==> src/rtl/q_episode_sequencer.sv <==
// Episode sequencer for one Q-learning maze trial: runs episodes step by step
// through the step engine handshake and reports each episode end to the counter.
module q_episode_sequencer #(
    parameter int STATE_W     = 6,
    parameter int NUM_STATES  = 37,
    parameter int START_STATE = 0,
    parameter int GOAL_STATE  = 36,
    parameter int MAX_STEPS   = 255,
    parameter int STEP_W      = 8
) (
    input  logic               clk,
    input  logic               rst_n,
    input  logic               start,
    input  logic               trial_stop,
    input  logic               step_ack,
    input  logic [STATE_W-1:0] next_state,
    output logic               step_req,
    output logic [STATE_W-1:0] maze_state,
    output logic [STEP_W-1:0]  step_count,
    output logic               ep_finish,
    output logic               timed_out,
    output logic               state_err,
    output logic               busy,
    output logic               trial_done
);

    // state  | meaning
    // IDLE   | waiting for the first start of a trial
    // INIT   | load START_STATE, clear step count and timeout flag
    // REQ    | raise step_req for the next agent step
    // WAIT   | step_req held until step_ack, then classify the new state
    // END    | one-cycle ep_finish pulse to the episode counter
    // SETTLE | sample trial_stop: next episode or finish trial
    // DONE   | trial finished, waiting for a new start
    typedef enum logic [2:0] {
        S_IDLE,
        S_INIT,
        S_REQ,
        S_WAIT,
        S_END,
        S_SETTLE,
        S_DONE
    } state_t;

    localparam logic [STATE_W-1:0] START_S = STATE_W'(START_STATE);
    localparam logic [STATE_W-1:0] GOAL_S  = STATE_W'(GOAL_STATE);
    localparam logic [STATE_W:0]   NUM_S   = (STATE_W+1)'(NUM_STATES);
    localparam logic [STEP_W-1:0]  MAX_S   = STEP_W'(MAX_STEPS);

    state_t             state_q, state_d;
    logic               step_req_q, step_req_d;
    logic [STATE_W-1:0] maze_state_q, maze_state_d;
    logic [STEP_W-1:0]  step_count_q, step_count_d;
    logic               ep_finish_q, ep_finish_d;
    logic               timed_out_q, timed_out_d;
    logic               state_err_q, state_err_d;
    logic               busy_q, busy_d;
    logic               trial_done_q, trial_done_d;

    logic [STEP_W-1:0]  step_inc;
    logic               next_legal;

    assign step_inc   = step_count_q + STEP_W'(1);
    assign next_legal = ({1'b0, next_state} < NUM_S);

    always_comb begin
        state_d      = state_q;
        step_req_d   = step_req_q;
        maze_state_d = maze_state_q;
        step_count_d = step_count_q;
        ep_finish_d  = 1'b0;
        timed_out_d  = timed_out_q;
        state_err_d  = state_err_q;
        busy_d       = busy_q;
        trial_done_d = trial_done_q;

        case (state_q)
            S_IDLE, S_DONE: begin
                if (start) begin
                    state_d      = S_INIT;
                    busy_d       = 1'b1;
                    trial_done_d = 1'b0;
                    state_err_d  = 1'b0;
                end
            end
            S_INIT: begin
                maze_state_d = START_S;
                step_count_d = '0;
                timed_out_d  = 1'b0;
                state_d      = S_REQ;
            end
            S_REQ: begin
                step_req_d = 1'b1;
                state_d    = S_WAIT;
            end
            S_WAIT: begin
                if (step_ack) begin
                    step_req_d   = 1'b0;
                    step_count_d = step_inc;
                    if (!next_legal) begin
                        state_err_d = 1'b1;
                        ep_finish_d = 1'b1;
                        state_d     = S_END;
                    end else begin
                        maze_state_d = next_state;
                        // reaching the goal takes priority over the step limit
                        if (next_state == GOAL_S) begin
                            ep_finish_d = 1'b1;
                            state_d     = S_END;
                        end else if (step_inc == MAX_S) begin
                            timed_out_d = 1'b1;
                            ep_finish_d = 1'b1;
                            state_d     = S_END;
                        end else begin
                            state_d = S_REQ;
                        end
                    end
                end
            end
            S_END: begin
                state_d = S_SETTLE;
            end
            S_SETTLE: begin
                if (trial_stop) begin
                    state_d      = S_DONE;
                    busy_d       = 1'b0;
                    trial_done_d = 1'b1;
                end else begin
                    state_d = S_INIT;
                end
            end
            default: begin
                state_d = S_IDLE;
            end
        endcase
    end

    always_ff @(posedge clk or negedge rst_n) begin
        if (!rst_n) begin
            state_q      <= S_IDLE;
            step_req_q   <= 1'b0;
            maze_state_q <= START_S;
            step_count_q <= '0;
            ep_finish_q  <= 1'b0;
            timed_out_q  <= 1'b0;
            state_err_q  <= 1'b0;
            busy_q       <= 1'b0;
            trial_done_q <= 1'b0;
        end else begin
            state_q      <= state_d;
            step_req_q   <= step_req_d;
            maze_state_q <= maze_state_d;
            step_count_q <= step_count_d;
            ep_finish_q  <= ep_finish_d;
            timed_out_q  <= timed_out_d;
            state_err_q  <= state_err_d;
            busy_q       <= busy_d;
            trial_done_q <= trial_done_d;
        end
    end

    assign step_req   = step_req_q;
    assign maze_state = maze_state_q;
    assign step_count = step_count_q;
    assign ep_finish  = ep_finish_q;
    assign timed_out  = timed_out_q;
    assign state_err  = state_err_q;
    assign busy       = busy_q;
    assign trial_done = trial_done_q;

endmodule
==> config.mk <==
export PLATFORM = sky130hd
export DESIGN_NAME = q_episode_sequencer
export DESIGN_NICKNAME = d
export VERILOG_FILES = /design/src/rtl/q_episode_sequencer.sv
export SDC_FILE = /design/constraint.sdc
export NUM_CORES = 1
export LEC_CHECK = 0
export ABC_AREA = 1
export CAP_MARGIN = 20
export CORE_AREA = 2 2 69 71
export DETAILED_ROUTE_END_ITERATION = 10
export DIE_AREA = 0 0 71 73
export GPL_TIMING_DRIVEN = 0
export PLACE_DENSITY = 0.62
export RECOVER_POWER = 50
export SLEW_MARGIN = 20
export SYNTH_ARGS = -nofsm -noshare
export SYNTH_HDL_FRONTEND = slang
export SYNTH_SLANG_ARGS = --single-unit
==> constraint.sdc <==
create_clock -name clk -period 1.27 [get_ports clk]
set_input_delay 0.381 -clock clk [delete_from_list [all_inputs] [get_ports clk]]
set_output_delay 0.381 -clock clk [all_outputs]
set_load 0.01 [all_outputs]
==> run metrics <==
antenna-violating nets left=0; number of nets in the layout=236; maximum fanout count along the critical path=4; Iteration-0 DRC Markers=44; number of flip-flops and latches in the synthesized netlist=23; floorplan die area=5180 um^2; Crit. End Element=register; Clock H-tree levels=1; maximum root-to-sink buffer count=2; half-perimeter wire length after placement=2.07 mm; number of antenna violations at the first check in global routing=0; total standard cell area after synthesis=1250 um^2; number of cells produced by synthesis=153; routed wire length per instance=12.7 um; Arrival @ worst endpoint=1.66 ns; most used cell, CP=sky130_fd_sc_hd__nand2_1; Worst Slack Setup Final=-0.221 ns; number of buffers created by CTS=3; slew at the pin closest to its max-slew limit=0.597 ns; Clock Sink Count=23; Max stage delay on crit path=0.43 ns; RSZ-0062 raised after global routing=true; FILL cells=433; via count=1279; Mapped Nets=166; Setup violations, final=25; Slowest-stage cell, CP=sky130_fd_sc_hd__dfrtp_2; standby leakage power=1.06 nW; height of the die=73 um; reported max-cap violation count=0; Clk Latency, worst-skew pair=0.26 ns; maximum achievable frequency=~670 MHz; wire length of the first global-routing pass=~5.5 mm; Pwr per Cell Area=1880 nW/um^2; number of distinct library cell variants in the gate-level netlist after synthesis=28; Synth warnings=0; shortest clock period the worst path allows after layout=1.49 ns; post-route fraction of the period consumed by the critical path=117%; Antenna Diode Count=0; Inst Count DP=around 240; total wire length=3.51 mm; final design utilization=around 48%; max-slew violation count=0; Max IR drop VDD=approximately 1500 uV; total grt overflow=0; vias in the first global route=roughly 1200; die span in x=approximately 71 um; cell row count=25; Min-Delay Path Class=in -> async; reg2reg setup slack=-0.22 ns; largest net degree at the start of global routing=24; Setup crit start kind=register; Slew headroom=60.2%; violated checks=setup timing; share of the yosys chip area belonging to registers=46.0%; run status=finished, violations left; final weighted congestion of routability-driven global placement=0.804; starting utilization of the core area=27.6%; drt first pass iters=4; clock tree skew after final layout=approximately 0.0034 ns; vias per cell=4.63; clock transition time at the flip-flop clock pins of the worst setup and hold paths=0.09 ns; Non-Filler Instances=about 280; Floorplan Core Area=4540 um^2; Avg Inst Size Synth=between 8 and 9 um^2; critical path class=reg -> reg; proportion of layout cells with a drive suffix above 1=between 50% and 60%; top-level I/O count=31; DRC errors left=0; cells along the critical path=buf_6, buf_12, nand3_2, nand2_1, nand2_1, nand2_1, nor2_2, nand2_2, nand3_2, nand2_1, nand2_1, nand2_1; clock tree from TritonCTS=yes; Fin. Hold Viols=0; total global routing track utilization=13.2%; area grow syn2layout=73.5%; Crit path required time=between 1 and 1.5 ns; clk root buf=sky130_fd_sc_hd__clkbuf_8; number of I/O port buffers=30
-- power breakdown --
part           switching [mW]  internal (mW)
Clock                   0.245          0.219
Sequential              0.191          0.954
Combinational            1.35           1.12
Total                    1.78           2.29
-- final timing paths --
| kind | start | cells past startpoint | end |
|---|---|---|---|
| min reg2reg | trial_done$_DFFE_PN0P_ | 2 | trial_done$_DFFE_PN0P_ |
| max | step_count[3]$_DFFE_PN0P_ | 12 | state_q[1]$_DFFE_PN0P_ |
| min | rst_n | 1 | step_count[4]$_DFFE_PN0P_ |
| max reg2reg | step_count[3]$_DFFE_PN0P_ | 12 | state_q[1]$_DFFE_PN0P_ |
| max in group asynchronous | rst_n | 1 | step_count[1]$_DFFE_PN0P_ |
| min in group clk | next_state[2] | 2 | maze_state[2]$_DFFE_PN0P_ |
-- what timing repair did --
item | CTS | global route
pin swaps | 10 | 17
setup endpoints to repair | 66 | 34
resized for setup | 106 | 57
hold buffers | 0 | 0
setup buffers | 20 | 15
-- layer usage --
layer,vias to the layer above,part of all wire [%],GRT usage (%)
li1,640,-,-
met2,27,53,24.7
met1,608,41,15.1
met4,0,1.1,1.89
met3,4,4.6,4.14
met5,-,0,0
-- layout make-up --
| type | instances | area, um^2 | area share (%) |
|---|---|---|---|
| timing repair buffer | 65 | 547 | 25.2 |
| clock buffer | 3 | 41.3 | 1.90 |
| inverter | 23 | 101 | 4.67 |
| clock inverter | 1 | 5.00 | 0.231 |
| sequential | 23 | 582 | 26.8 |
| tap | 54 | 67.6 | 3.11 |
| multi-input combinational | 107 | 827 | 38.1 |
-- cell usage in the layout, fill, tap and decap left out, types with 6 or more instances in the layout --
| cell | synthesis | routed |
|---|---|---|
| sky130_fd_sc_hd__inv_2 | 2 | 8 |
| sky130_fd_sc_hd__inv_1 | 20 | 11 |
| sky130_fd_sc_hd__nand2_2 | 0 | 13 |
| sky130_fd_sc_hd__o21ai_1 | 2 | 7 |
| sky130_fd_sc_hd__nand2_1 | 44 | 28 |
| sky130_fd_sc_hd__buf_6 | 0 | 13 |
| sky130_fd_sc_hd__dfrtp_1 | 23 | 18 |
| sky130_fd_sc_hd__nor2_1 | 12 | 6 |
| sky130_fd_sc_hd__buf_4 | 0 | 23 |
| sky130_fd_sc_hd__buf_2 | 0 | 14 |
| sky130_fd_sc_hd__clkdlybuf4s50_1 | 0 | 6 |
-- flip-flops by register name, indices dropped and copies added (netlist names) --
register    flops
state_err       1
maze_state      6
timed_out       1
ep_finish       1
busy            1
step_req        1
step_count      8
trial_done      1
state_q         3
-- worst max-delay path, delay by kind of cell (launching register included) --
| family | cells | cell delay (ns) |
|---|---|---|
| DFF | 1 | 0.43 |
| and+or+nand+nor | 10 | 0.71 |
| buffers and inverters | 2 | 0.26 |
-- synthesized netlist by cell type (all sizes together) --
| library cell | number | area [um^2] |
|---|---|---|
| nand2 | 47 | 199 |
| dfrtp | 23 | 576 |
| inv | 23 | 88.8 |
| nor2 | 16 | 88.8 |
| o21ai | 13 | 65.1 |
| nand3 | 9 | 50.1 |
| a32o | 4 | 40.0 |
| nor3 | 4 | 36.3 |
| a31oi | 2 | 12.5 |
| ha | 2 | 25.0 |
| nand4 | 2 | 12.5 |
| o22ai | 2 | 12.5 |
| a21o | 1 | 7.51 |
| a21oi | 1 | 8.76 |
| a22oi | 1 | 7.51 |
| nor4 | 1 | 6.26 |
| or2 | 1 | 6.26 |
| xor2 | 1 | 8.76 |
-- cells by family (layout without fill, tap and decap cells) --
logic type | after synthesis | count (layout) | synth area share, %
AND/OR/NAND/NOR | 80 | 80 | 31.9
flip-flops | 23 | 23 | 46.0
XOR/XNOR | 1 | 1 | 0.700
adder cells (fa/ha/maj) | 2 | 2 | 2.00
buffers and inverters | 23 | 92 | 7.10
AO/OA/AOI/OAI | 24 | 24 | 12.3
-- through the flow --
step	setup TNS, ns	area, um^2	hold slack (ns)	setup slack [ns]	power [mW]
final	-3.40	2170	0.103	-0.221	4.07
after global routing	-5.48	2170	0.138	-0.315	4.40
after CTS	-2.92	1900	0.455	-0.219	3.53
after detailed placement	-20.51	1640	0.464	-0.601	2.75
after global placement	-20.54	1640	0.462	-0.597	2.75
after floorplan	-0.854	1280	0.0854	-0.103	2.16
Note: power is estimated with default switching activity, not from simulation.
